File: src/rtl/video_line_fetch_sched_if.sv
// Data-mover request channel between the line fetch scheduler and the AXI data mover.
// The scheduler holds the request fields steady while dma_valid is high.
interface video_line_fetch_sched_if #(
  parameter int unsigned AddrWidth = 64
);
  logic                 dma_valid;
  logic                 dma_ready;
  logic [AddrWidth-1:0] dma_src;
  logic [AddrWidth-1:0] dma_dst;
  logic [AddrWidth-1:0] dma_len;

  modport master (
    output dma_valid, dma_src, dma_dst, dma_len,
    input  dma_ready
  );

  modport slave (
    input  dma_valid, dma_src, dma_dst, dma_len,
    output dma_ready
  );
endinterface

File: src/rtl/video_line_fetch_sched.sv
// Scanline fetch scheduler: issues one data-mover copy per framebuffer line into a ping-pong line buffer.
// Optional LINE_DOUBLE_EN shows every source line on two display lines (one fetch per line pair).
module video_line_fetch_sched #(
  parameter int unsigned AddrWidth = 64,
  parameter int unsigned HalfBytes = 16384,
  parameter int unsigned CntWidth  = 16
) (
  input  logic                      clk_i,
  input  logic                      rst_ni,
  input  logic                      enable_i,
  input  logic                      frame_start_i,
  input  logic                      line_start_i,
  input  logic [AddrWidth-1:0]      fb_base_i,
  input  logic [13:0]               fb_bpl_i,
  input  logic [11:0]               fb_height_i,
  input  logic [14:0]               line_bytes_i,
  video_line_fetch_sched_if.master  dma,
  output logic                      disp_half_o,
  output logic                      busy_o,
  output logic                      underrun_o,
  output logic [CntWidth-1:0]       underrun_cnt_o
);

  localparam int unsigned LineW   = 13;
  localparam int unsigned HeightW = 12;
  localparam int unsigned CntSumW = CntWidth + 1;

  typedef enum logic [1:0] {
    ST_IDLE,
    ST_REQ,
    ST_RUN,
    ST_DONE_WAIT
  } state_e;

  state_e state_q, state_d;

  logic                 pending_q, pending_d;
  logic [AddrWidth-1:0] pend_src_q, pend_src_d;
  logic                 pend_half_q, pend_half_d;
  logic [HeightW-1:0]   pend_line_q, pend_line_d;
  logic [AddrWidth-1:0] src_next_q, src_next_d;
  logic [LineW-1:0]     line_idx_q, line_idx_d;
  logic [HeightW-1:0]   cur_line_q, cur_line_d;
  logic                 cur_stale_q, cur_stale_d;
  logic                 done_vld_q, done_vld_d;
  logic [HeightW-1:0]   done_line_q, done_line_d;
  logic                 disp_half_q, disp_half_d;
  logic [CntWidth-1:0]  cnt_q, cnt_d;
  logic                 underrun_q, underrun_d;
  logic                 valid_q, valid_d;
  logic [AddrWidth-1:0] src_q, src_d;
  logic [AddrWidth-1:0] dst_q, dst_d;
  logic [AddrWidth-1:0] len_q, len_d;
  logic                 busy_q, busy_d;

  logic [LineW-1:0]     fidx;
  logic                 q_slot;
  logic [LineW-1:0]     height_x;
  logic [LineW-1:0]     nf;
  logic                 frame_ev, line_ev, line_q, queue;
  logic [AddrWidth-1:0] q_src;
  logic                 q_half;
  logic [HeightW-1:0]   q_line;
  logic                 done_now, fetch_ok;
  logic                 ur_line, ur_repl;
  logic [AddrWidth-1:0] bpl_x;
  logic [CntSumW-1:0]   cnt_sum;
  logic                 iss_half;

  // Fetch index for the current display line and whether this line start may queue a fetch
`ifdef LINE_DOUBLE_EN
  assign fidx   = {1'b0, line_idx_q[LineW-1:1]};
  assign q_slot = line_idx_q[0];
`else
  assign fidx   = line_idx_q;
  assign q_slot = 1'b1;
`endif

  assign height_x = {1'b0, fb_height_i};
  assign nf       = fidx + LineW'(1);
  assign bpl_x    = AddrWidth'(fb_bpl_i);

  // Frame start wins over a coincident line start
  assign frame_ev = enable_i & frame_start_i;
  assign line_ev  = enable_i & line_start_i & ~frame_start_i & (fidx < height_x);
  assign line_q   = line_ev & q_slot & (nf < height_x);
  assign queue    = frame_ev | line_q;

  assign q_src  = frame_ev ? fb_base_i : src_next_q;
  assign q_half = frame_ev ? 1'b0 : ~fidx[0];
  assign q_line = frame_ev ? '0 : nf[HeightW-1:0];

  // A fetch finishing in the same cycle as its line start still counts as on time
  assign done_now = (state_q == ST_DONE_WAIT) & dma.dma_ready;
  assign fetch_ok = (done_vld_q & (done_line_q == fidx[HeightW-1:0])) |
                    (done_now & ~cur_stale_q & (cur_line_q == fidx[HeightW-1:0]));

  assign ur_line  = line_ev & ~fetch_ok;
  assign ur_repl  = line_q & pending_q;
  assign cnt_sum  = {1'b0, cnt_q} + CntSumW'(ur_line) + CntSumW'(ur_repl);
  assign iss_half = queue ? q_half : pend_half_q;

  // Next-state and datapath update
  always_comb begin
    state_d     = state_q;
    pending_d   = pending_q;
    pend_src_d  = pend_src_q;
    pend_half_d = pend_half_q;
    pend_line_d = pend_line_q;
    src_next_d  = src_next_q;
    line_idx_d  = line_idx_q;
    cur_line_d  = cur_line_q;
    cur_stale_d = cur_stale_q;
    done_vld_d  = done_vld_q;
    done_line_d = done_line_q;
    disp_half_d = disp_half_q;
    cnt_d       = cnt_q;
    underrun_d  = 1'b0;
    src_d       = src_q;
    dst_d       = dst_q;
    len_d       = len_q;

    unique case (state_q)
      ST_IDLE: begin
        if (enable_i && (queue || pending_q)) begin
          state_d     = ST_REQ;
          src_d       = queue ? q_src : pend_src_q;
          dst_d       = iss_half ? AddrWidth'(HalfBytes) : '0;
          len_d       = AddrWidth'(line_bytes_i);
          cur_line_d  = queue ? q_line : pend_line_q;
          cur_stale_d = 1'b0;
          pending_d   = 1'b0;
        end
      end
      ST_REQ: begin
        if (dma.dma_ready)  state_d = ST_RUN;
        else if (!enable_i) state_d = ST_IDLE;
      end
      ST_RUN: begin
        if (!dma.dma_ready) state_d = ST_DONE_WAIT;
      end
      ST_DONE_WAIT: begin
        if (dma.dma_ready) state_d = ST_IDLE;
      end
      default: state_d = ST_IDLE;
    endcase

    // Single pending slot; a newer line overwrites an unissued older one
    if (!enable_i) begin
      pending_d = 1'b0;
    end else if (queue && (state_q != ST_IDLE)) begin
      pending_d   = 1'b1;
      pend_src_d  = q_src;
      pend_half_d = q_half;
      pend_line_d = q_line;
    end

    // An in-flight transfer from the previous frame must not satisfy this frame's lines
    if (frame_ev && (state_q != ST_IDLE)) cur_stale_d = 1'b1;

    if (frame_ev)    src_next_d = fb_base_i + bpl_x;
    else if (line_q) src_next_d = src_next_q + bpl_x;

    if (frame_ev)     line_idx_d = '0;
    else if (line_ev) line_idx_d = line_idx_q + LineW'(1);

    if (line_ev) disp_half_d = fidx[0];

    if (frame_ev) begin
      done_vld_d = 1'b0;
    end else if (done_now && !cur_stale_q) begin
      done_vld_d  = 1'b1;
      done_line_d = cur_line_q;
    end

    if (frame_ev) begin
      cnt_d = '0;
    end else if (ur_line || ur_repl) begin
      cnt_d      = cnt_sum[CntWidth] ? '1 : cnt_sum[CntWidth-1:0];
      underrun_d = 1'b1;
    end

    valid_d = (state_d == ST_REQ);
    busy_d  = (state_d != ST_IDLE) | pending_d;
  end

  always_ff @(posedge clk_i or negedge rst_ni) begin
    if (!rst_ni) begin
      state_q     <= ST_IDLE;
      pending_q   <= 1'b0;
      pend_src_q  <= '0;
      pend_half_q <= 1'b0;
      pend_line_q <= '0;
      src_next_q  <= '0;
      line_idx_q  <= '0;
      cur_line_q  <= '0;
      cur_stale_q <= 1'b0;
      done_vld_q  <= 1'b0;
      done_line_q <= '0;
      disp_half_q <= 1'b0;
      cnt_q       <= '0;
      underrun_q  <= 1'b0;
      valid_q     <= 1'b0;
      src_q       <= '0;
      dst_q       <= '0;
      len_q       <= '0;
      busy_q      <= 1'b0;
    end else begin
      state_q     <= state_d;
      pending_q   <= pending_d;
      pend_src_q  <= pend_src_d;
      pend_half_q <= pend_half_d;
      pend_line_q <= pend_line_d;
      src_next_q  <= src_next_d;
      line_idx_q  <= line_idx_d;
      cur_line_q  <= cur_line_d;
      cur_stale_q <= cur_stale_d;
      done_vld_q  <= done_vld_d;
      done_line_q <= done_line_d;
      disp_half_q <= disp_half_d;
      cnt_q       <= cnt_d;
      underrun_q  <= underrun_d;
      valid_q     <= valid_d;
      src_q       <= src_d;
      dst_q       <= dst_d;
      len_q       <= len_d;
      busy_q      <= busy_d;
    end
  end

  assign dma.dma_valid  = valid_q;
  assign dma.dma_src    = src_q;
  assign dma.dma_dst    = dst_q;
  assign dma.dma_len    = len_q;
  assign disp_half_o    = disp_half_q;
  assign busy_o         = busy_q;
  assign underrun_o     = underrun_q;
  assign underrun_cnt_o = cnt_q;

endmodule

File: src/flat_wrapper.sv
// flat-port wrapper written by rule: the top's interface ports become plain ports
module video_line_fetch_sched_flat 
#(
  parameter int unsigned AddrWidth = 64,
  parameter int unsigned HalfBytes = 16384,
  parameter int unsigned CntWidth  = 16
)
  (clk_i, rst_ni, enable_i, frame_start_i, line_start_i, fb_base_i, fb_bpl_i, fb_height_i, line_bytes_i, disp_half_o, busy_o, underrun_o, underrun_cnt_o, dma_dma_valid, dma_dma_src, dma_dma_dst, dma_dma_len, dma_dma_ready);
  video_line_fetch_sched_if #(.AddrWidth(AddrWidth)) dma_i ();
  input  logic clk_i;
  input  logic rst_ni;
  input  logic enable_i;
  input  logic frame_start_i;
  input  logic line_start_i;
  input  logic [AddrWidth-1:0] fb_base_i;
  input  logic [13:0] fb_bpl_i;
  input  logic [11:0] fb_height_i;
  input  logic [14:0] line_bytes_i;
  output logic disp_half_o;
  output logic busy_o;
  output logic underrun_o;
  output logic [CntWidth-1:0] underrun_cnt_o;
  output wire logic [$bits(dma_i.dma_valid)-1:0] dma_dma_valid;
  output wire logic [$bits(dma_i.dma_src)-1:0] dma_dma_src;
  output wire logic [$bits(dma_i.dma_dst)-1:0] dma_dma_dst;
  output wire logic [$bits(dma_i.dma_len)-1:0] dma_dma_len;
  input wire logic [$bits(dma_i.dma_ready)-1:0] dma_dma_ready;
  assign dma_dma_valid = dma_i.dma_valid;
  assign dma_dma_src = dma_i.dma_src;
  assign dma_dma_dst = dma_i.dma_dst;
  assign dma_dma_len = dma_i.dma_len;
  assign dma_i.dma_ready = dma_dma_ready;
  video_line_fetch_sched #(.AddrWidth(AddrWidth), .HalfBytes(HalfBytes), .CntWidth(CntWidth)) u_core (.clk_i(clk_i), .rst_ni(rst_ni), .enable_i(enable_i), .frame_start_i(frame_start_i), .line_start_i(line_start_i), .fb_base_i(fb_base_i), .fb_bpl_i(fb_bpl_i), .fb_height_i(fb_height_i), .line_bytes_i(line_bytes_i), .dma(dma_i), .disp_half_o(disp_half_o), .busy_o(busy_o), .underrun_o(underrun_o), .underrun_cnt_o(underrun_cnt_o));
endmodule
File: config.mk
export PLATFORM = sky130hd
export DESIGN_NAME = video_line_fetch_sched_flat
export DESIGN_NICKNAME = d
export VERILOG_FILES = /design/src/rtl/video_line_fetch_sched_if.sv /design/src/rtl/video_line_fetch_sched.sv /design/src/flat_wrapper.sv
export SDC_FILE = /design/constraint.sdc
export NUM_CORES = 1
export LEC_CHECK = 0
export BUFFER_PORTS_ARGS = -buffer_cell sky130_fd_sc_hd__buf_2
export CAP_MARGIN = 20
export CELL_PAD_IN_SITES_DETAIL_PLACEMENT = 0
export CELL_PAD_IN_SITES_GLOBAL_PLACEMENT = 1
export CORE_ASPECT_RATIO = 0.5
export CORE_UTILIZATION = 45
export CTS_CLUSTER_DIAMETER = 150
export DETAILED_ROUTE_END_ITERATION = 10
export PLACE_DENSITY = 0.89
export REMOVE_ABC_BUFFERS = 1
export SLEW_MARGIN = 10
export SYNTH_ARGS = -nofsm -noshare
export SYNTH_HDL_FRONTEND = slang
export SYNTH_SLANG_ARGS = --single-unit
File: constraint.sdc
create_clock -name clk_i -period 13.7 [get_ports clk_i]
set_input_delay 1.37 -clock clk_i [delete_from_list [all_inputs] [get_ports clk_i]]
set_output_delay 1.37 -clock clk_i [all_outputs]
set_load 0.01 [all_outputs]
======== Word level (Yosys, flattened, before mapping) ========
Cells that the tools add are included.
cells by class
  $add $sub $neg .......................... 5
  $lt $le $gt $ge ......................... 2
  equal/unequal tests ..................... 6
  multiplexer cells ....................... 31
  bitwise gates (word level) .............. 19
  reductions and logical operators ........ 20
operators by type and width
  cell                                            number
  2-to-1 mux 64 bit                               4
  adder 64 x 14 -> 64 bit                         2
  2-to-1 mux 16 bit                               3
  less-than comparator 13 x 12 -> 1 bit           2
  2-to-1 mux 13 bit                               2
  == test 12 bit                                  2
  2-to-1 mux 12 bit                               2
  adder 16 x 1 -> 17 bit                          1
  adder 17 x 1 -> 17 bit                          1
  nonzero test 2 bit                              8
  2-to-1 mux 15 bit                               1
  adder 13 x 1 -> 13 bit (second input constant)  1
  2-to-1 mux 1 bit                                13
  AND 1 bit                                       11
  2-to-1 mux 2 bit                                5
  case mux 2 bit (4 select lines)                 1
  AND reduction 2 bit                             4
  NOT 1 bit                                       5
  == test 2 x 1 -> 1 bit (second input constant)  2
  == test 2 bit (second input constant)           2
  logical AND 1 bit                               4
  bitwise OR 1 bit                                3
  zero test 2 bit                                 1
  logical OR 1 bit                                2
  zero test 1 bit                                 1
storage, ports and cells
  register bits after elaboration ......... 346
  input bits .............................. 111

======== Logic depth before layout (Yosys ltp) ========
  depth after elaboration ................. 12
  depth in mapped cells ................... 25
  mapped depth without buffers ............ 20

======== Least setup slack after synthesis ========
No wires, ideal clock.
  path kind ............................... input -> register
  start point ............................. in enable_i
  end point ............................... reg u_core.src_next_q[57]
  setup time .............................. 137 ps
  data arrival time ....................... 5662 ps
  required time ........................... 13563 ps
  setup slack ............................. 7901 ps
  cell stages on the path ................. 19
  cell sequence ........................... buf_4 > and2_4 > buf_6 > buf_2 > buf_2 > buf_2 > buf_1 > mux2i_1 > inv_1 > ha_1 > clkbuf_1 > nand4_1 > nor3_1 > o211ai_1 > a221o_1 > or4_4 > nor3_2 > xor2_1 > a21oi_1
between the ends
  cells in the longest elaborated chain, start to end .. 5
  elaborated cells between the ends (all ways) .. 7
  those cells by class .................... 1 x mux; 5 x bitwise; 1 x reduce/logical
ends and longest elaborated chain
  element                              line                           RTL
  from (decl)                          flat_wrapper.sv:12             input logic enable_i;
  AND 1 bit (3 in series)              video_line_fetch_sched.sv:85   assign line_ev = enable_i & line_start_i & ~frame_start_i & (fidx < height_x);
  AND 1 bit                            video_line_fetch_sched.sv:86   assign line_q = line_ev & q_slot & (nf < height_x);
  nonzero test 2 bit (no source line)  n/a
  to (signal assigned)                 video_line_fetch_sched.sv:214  src_next_q <= src_next_d;
  to (decl)                            video_line_fetch_sched.sv:41   logic [AddrWidth-1:0] src_next_q, src_next_d;
Several ways; a longest one is shown, not always the timed one.
A chain may end at the register's enable or synchronous reset.

======== Worst setup path after layout ========
  start point ............................. in enable_i
  end point ............................... reg u_core.src_next_q[35]
The elaborated chain is that of the path after synthesis.

==> insert_results.sql <==
INSERT INTO impl_metrics (metric_group, metric, value, unit) VALUES
('floorplanning', 'io_pins', '323', ''),
('cts', 'tritoncts', 'yes', ''),
('worst_setup_path', 'setup.worst_path.class', 'in -> reg', ''),
('cts', 'cts_post_setup_buffers_inserted', '0', ''),
('floorplanning', 'floorplan.die.width', '270', 'um'),
('worst_setup_path', 'timing.critical_path.to_type', 'register', ''),
('hold_path', 'timing.hold.worst_path_depth', '2', ''),
('sta', 'fin_worst_skew', '0.0110', 'ns'),
('finish', 'utilization', '0.517', ''),
('sta', 'slew_violations', '0', ''),
('hold_path', 'holdCritPathClass', 'reg -> reg', ''),
('sta', 'maxClockFrequency', '166', 'MHz'),
('synth', 'ys_seq_area_frac', '0.437', ''),
('cts', 'clkLatencyLatePin', '0.56', 'ns'),
('synth', 'syn_inst', '1782', ''),
('floorplanning', 'dieArea', '36600', 'um2'),
('placed_design', 'gp_congestion', '0.905', ''),
('finish', 'final_layout_net_count', '2082', ''),
('global_routing', 'grt_pass1_wl', '67600', 'um'),
('global_routing', 'vias_in_the_first_global_route', '12400', ''),
('synth', 'yosys_warning_total', '0', ''),
('cts', 'clk_transition_reported_paths', '0.07', 'ns'),
('worst_setup_path', 'rr_worst_depth', '17', ''),
('worst_setup_path', 'regToRegSetupSlack', '8.04', 'ns'),
('pwr', 'vdd_drop_max', '0.0944', 'mV'),
('detailed_routing', 'drt-wirelength-per-cell', '17.6', 'um'),
('placed_design', 'buffer_ports.inserted', '210', ''),
('cts', 'ctsHoldBuffers', '0', ''),
('cts', 'numClockSinks', '281', ''),
('worst_setup_path', 'timing.critical_path.required', '14.15', 'ns'),
('floorplanning', 'placeableCoreArea', '34800', 'um2'),
('sta', 'period_needed', '6.02', 'ns'),
('detailed_routing', 'ant_nets', '0', ''),
('hold_path', 'min_delay_worst_endpoint', 'u_core.pend_line_q[6]$_DFFE_PN0P_', ''),
('synth', 'synth_edf_count', '0', ''),
('synth', 'async_flop_share', '1.00', ''),
('floorplanning', 'die-height', '136', 'um'),
('worst_setup_path', 'rr_startpoint', 'u_core.fidx[0]$_DFFE_PN0P_', ''),
('sta', 'ratio_of_final_minimum_period_to_clock_period', '0.439', ''),
('placed_design', 'dp_hpwl', '29300', 'um'),
('sta', 'timing_worst_slew_pin_value', '0.990', 'ns'),
('detailed_routing', 'vias_per_inst', '5.37', ''),
('outcome', 'status', 'finished, final reports clean', ''),
('detailed_routing', 'initialDrtViolationCount', '872', ''),
('sta', 'timing_hold_violations_final', '0', ''),
('global_routing', 'antenna_found_initial', '1', ''),
('floorplanning', 'initial_core_util', '0.462', ''),
('cts', 'ctsLongestPathBuffers', '3', ''),
('synth', 'synthesis.area', '16100', 'um2'),
('pwr', 'pwr_density_cell', '172', 'nW/um2'),
('detailed_routing', 'detail_route.first_pass.iterations', '5', ''),
('detailed_routing', 'via_count', '13000', ''),
('worst_setup_path', 'regToRegEndpoint', 'u_core.dma.dma_src[5]$_DFFE_PN0P_', ''),
('global_routing', 'grtUsageTotal', '0.230', ''),
('worst_setup_path', 'cp_max_fo', '49', ''),
('finish', 'nFillCells', '3281', ''),
('worst_setup_path', 'arrival', '6.47', 'ns'),
('synth', 'yosysUniqueCellTypes', '70', ''),
('global_routing', 'global_route.overflow_total', '0', ''),
('pwr', 'p_leak', '8.51', 'nW'),
('floorplanning', 'num_rows', '48', ''),
('global_routing', 'grt_start_max_net_pins', '103', ''),
('synth', 'synth_area_leaders', 'dfrtp_1 (44%), nand2_1 (7.6%), buf_4 (5.3%)', ''),
('job', 'maxCapViolCount', '0', ''),
('worst_setup_path', 'critPathLaunchType', 'input pin', ''),
('cts', 'cts_made_buffers', '28', ''),
('sta', 'fin_tns_setup', '0', 'ns'),
('hold_path', 'timing.hold.worst.start', 'u_core.pend_line_q[6]$_DFFE_PN0P_', ''),
('cts', 'post_cts.resized_instances', '0', ''),
('sta', 'grt_setup_unrepaired', 'no', ''),
('synth', 'synthDominantAreaCellType', 'dfrtp_1', ''),
('cts', 'cts_root_buf', 'clkbuf_16', ''),
('detailed_routing', 'routed_wl', '42600', 'um'),
('synth', 'synth.ff_latch_count', '281', ''),
('sta', 'setup_viol', '0', ''),
('finish', 'post_synthesis_to_final_layout_area_growth', '11.9', '%'),
('finish', 'layout-drive-gt1-share', '0.176', ''),
('synth', 'synth-main-ff-cell', 'dfrtp_1', ''),
('sta', 'slew_headroom', '0.339', ''),
('synth', 'synth_top_area_share', '0.437', ''),
('synth', 'syn_avg_cell_area', '9.04', 'um2'),
('pwr', 'p_total', '3.09', 'mW'),
('detailed_routing', 'post-route-drc-count', '0', ''),
('cts', 'clock_tree.htree_level_count', '1', '');
layout make-up:
type / instances / area, um2 / area share
Timing Repair Buffer: 228 / 1200 / 0.0664
Tap cell: 475 / 594 / 0.0330
Clock inverter: 7 / 113 / 0.00625
Clock buffer: 42 / 825 / 0.0458
Multi-Input combinational cell: 1345 / 8080 / 0.448
Antenna cell: 1 / 2.50 / 0.000139
Sequential cell: 281 / 7030 / 0.390
Inverter: 47 / 176 / 0.00979
registers in the layout, summed over array words and instances, names as in the netlist, 2 cells and up:
register	count
u_core.cur_line_q	12
u_core.pend_src_q	64
u_core.underrun_cnt_o	16
u_core.pend_line_q	12
u_core.dma.dma_len	15
u_core.dma.dma_src	64
u_core.state_q	2
u_core.fidx	13
u_core.src_next_q	64
u_core.done_line_q	12
power breakdown:
group / switching (mW) / internal (mW) / leakage [nW] / total, mW
clock network: 0.330 / 0.469 / 0.457 / 0.799
registers: 0.184 / 1.11 / 3.48 / 1.30
logic: 0.576 / 0.420 / 4.57 / 0.996
stage by stage:
stage               setup slack [ns]  area (um2)  hold WS, ns  std cells
finish                          7.68       18000        0.468       2426
global route                    7.30       18000        0.491       2426
CTS                             7.80       18000        0.471       2425
detailed placement              7.26       17100        0.456       2376
global placement                7.44       17100        0.450       2376
floorplan                       5.09       15200        0.438       1673
per-layer routing:
| layer | track usage | vias up | share of wire |
|---|---|---|---|
| li1 | - | 6291 | - |
| met1 | 0.312 | 6297 | 0.45 |
| met2 | 0.387 | 376 | 0.48 |
| met3 | 0.0317 | 68 | 0.044 |
| met4 | 0.0672 | 0 | 0.026 |
| met5 | 0 | - | 0 |
critical path, stage by stage:
cell and delay, ns:
buf_2 0.48, and2_4 0.53, buf_4 0.65, mux2i_1 0.34, inv_1 0.07, ha_1 0.41
nand4_1 0.18, nor3_1 0.26, o211ai_1 0.23, nand2_1 0.15, nand4_1 0.59, a2111oi_0 0.80
mux2i_1 0.16, a21o_1 0.18
synthesized netlist by cell type (25+ instances only):
master    count
nand4_1      37
o21ai_0     117
dfrtp_1     281
nor3_1       27
xor2_1       45
xnor2_1      65
o221a_2      34
nor2_1      111
inv_1        47
mux2i_1      68
buf_2        25
buf_4       114
nand3_1      40
ha_1         38
a21oi_1      86
clkbuf_1     67
nand2_1     327
cells by family after synthesis:
family	count (synthesis)	synth area share
buf+inv	267	0.0912
flops	281	0.437
other cells	1	0.000233
simple gates	626	0.174
xor+xnor	110	0.0598
compound gates	367	0.148
fa+ha+maj	40	0.0320
mux	90	0.0578
how the worst max path moves through the flow:
stage | from | end | slack, ns | depth (start not counted)
finish | enable_i | u_core.src_next_q[35]$_DFFE_PN0N_ | 7.68 | 14
global route | enable_i | u_core.src_next_q[35]$_DFFE_PN0N_ | 7.30 | 14
CTS | enable_i | u_core.src_next_q[35]$_DFFE_PN0N_ | 7.80 | 14
detailed placement | enable_i | u_core.src_next_q[35]$_DFFE_PN0N_ | 7.26 | 14
global placement | enable_i | u_core.src_next_q[35]$_DFFE_PN0N_ | 7.44 | 14
floorplan | fb_height_i[6] | u_core.dma.dma_src[14]$_DFFE_PN0P_ | 5.09 | 9
cell usage in the layout, fill, tap and decap left out, drive strengths merged, types with 38 or more instances in the layout:
cell / instances
o21ai: 122
nor2: 111
nand2: 327
xnor2: 65
nand3: 40
conb: 112
mux2i: 69
xor2: 45
a21oi: 86
buf: 228
ha: 38
clkbuf: 42
dfrtp: 281
inv: 47
(Power assumes the default switching activity.)
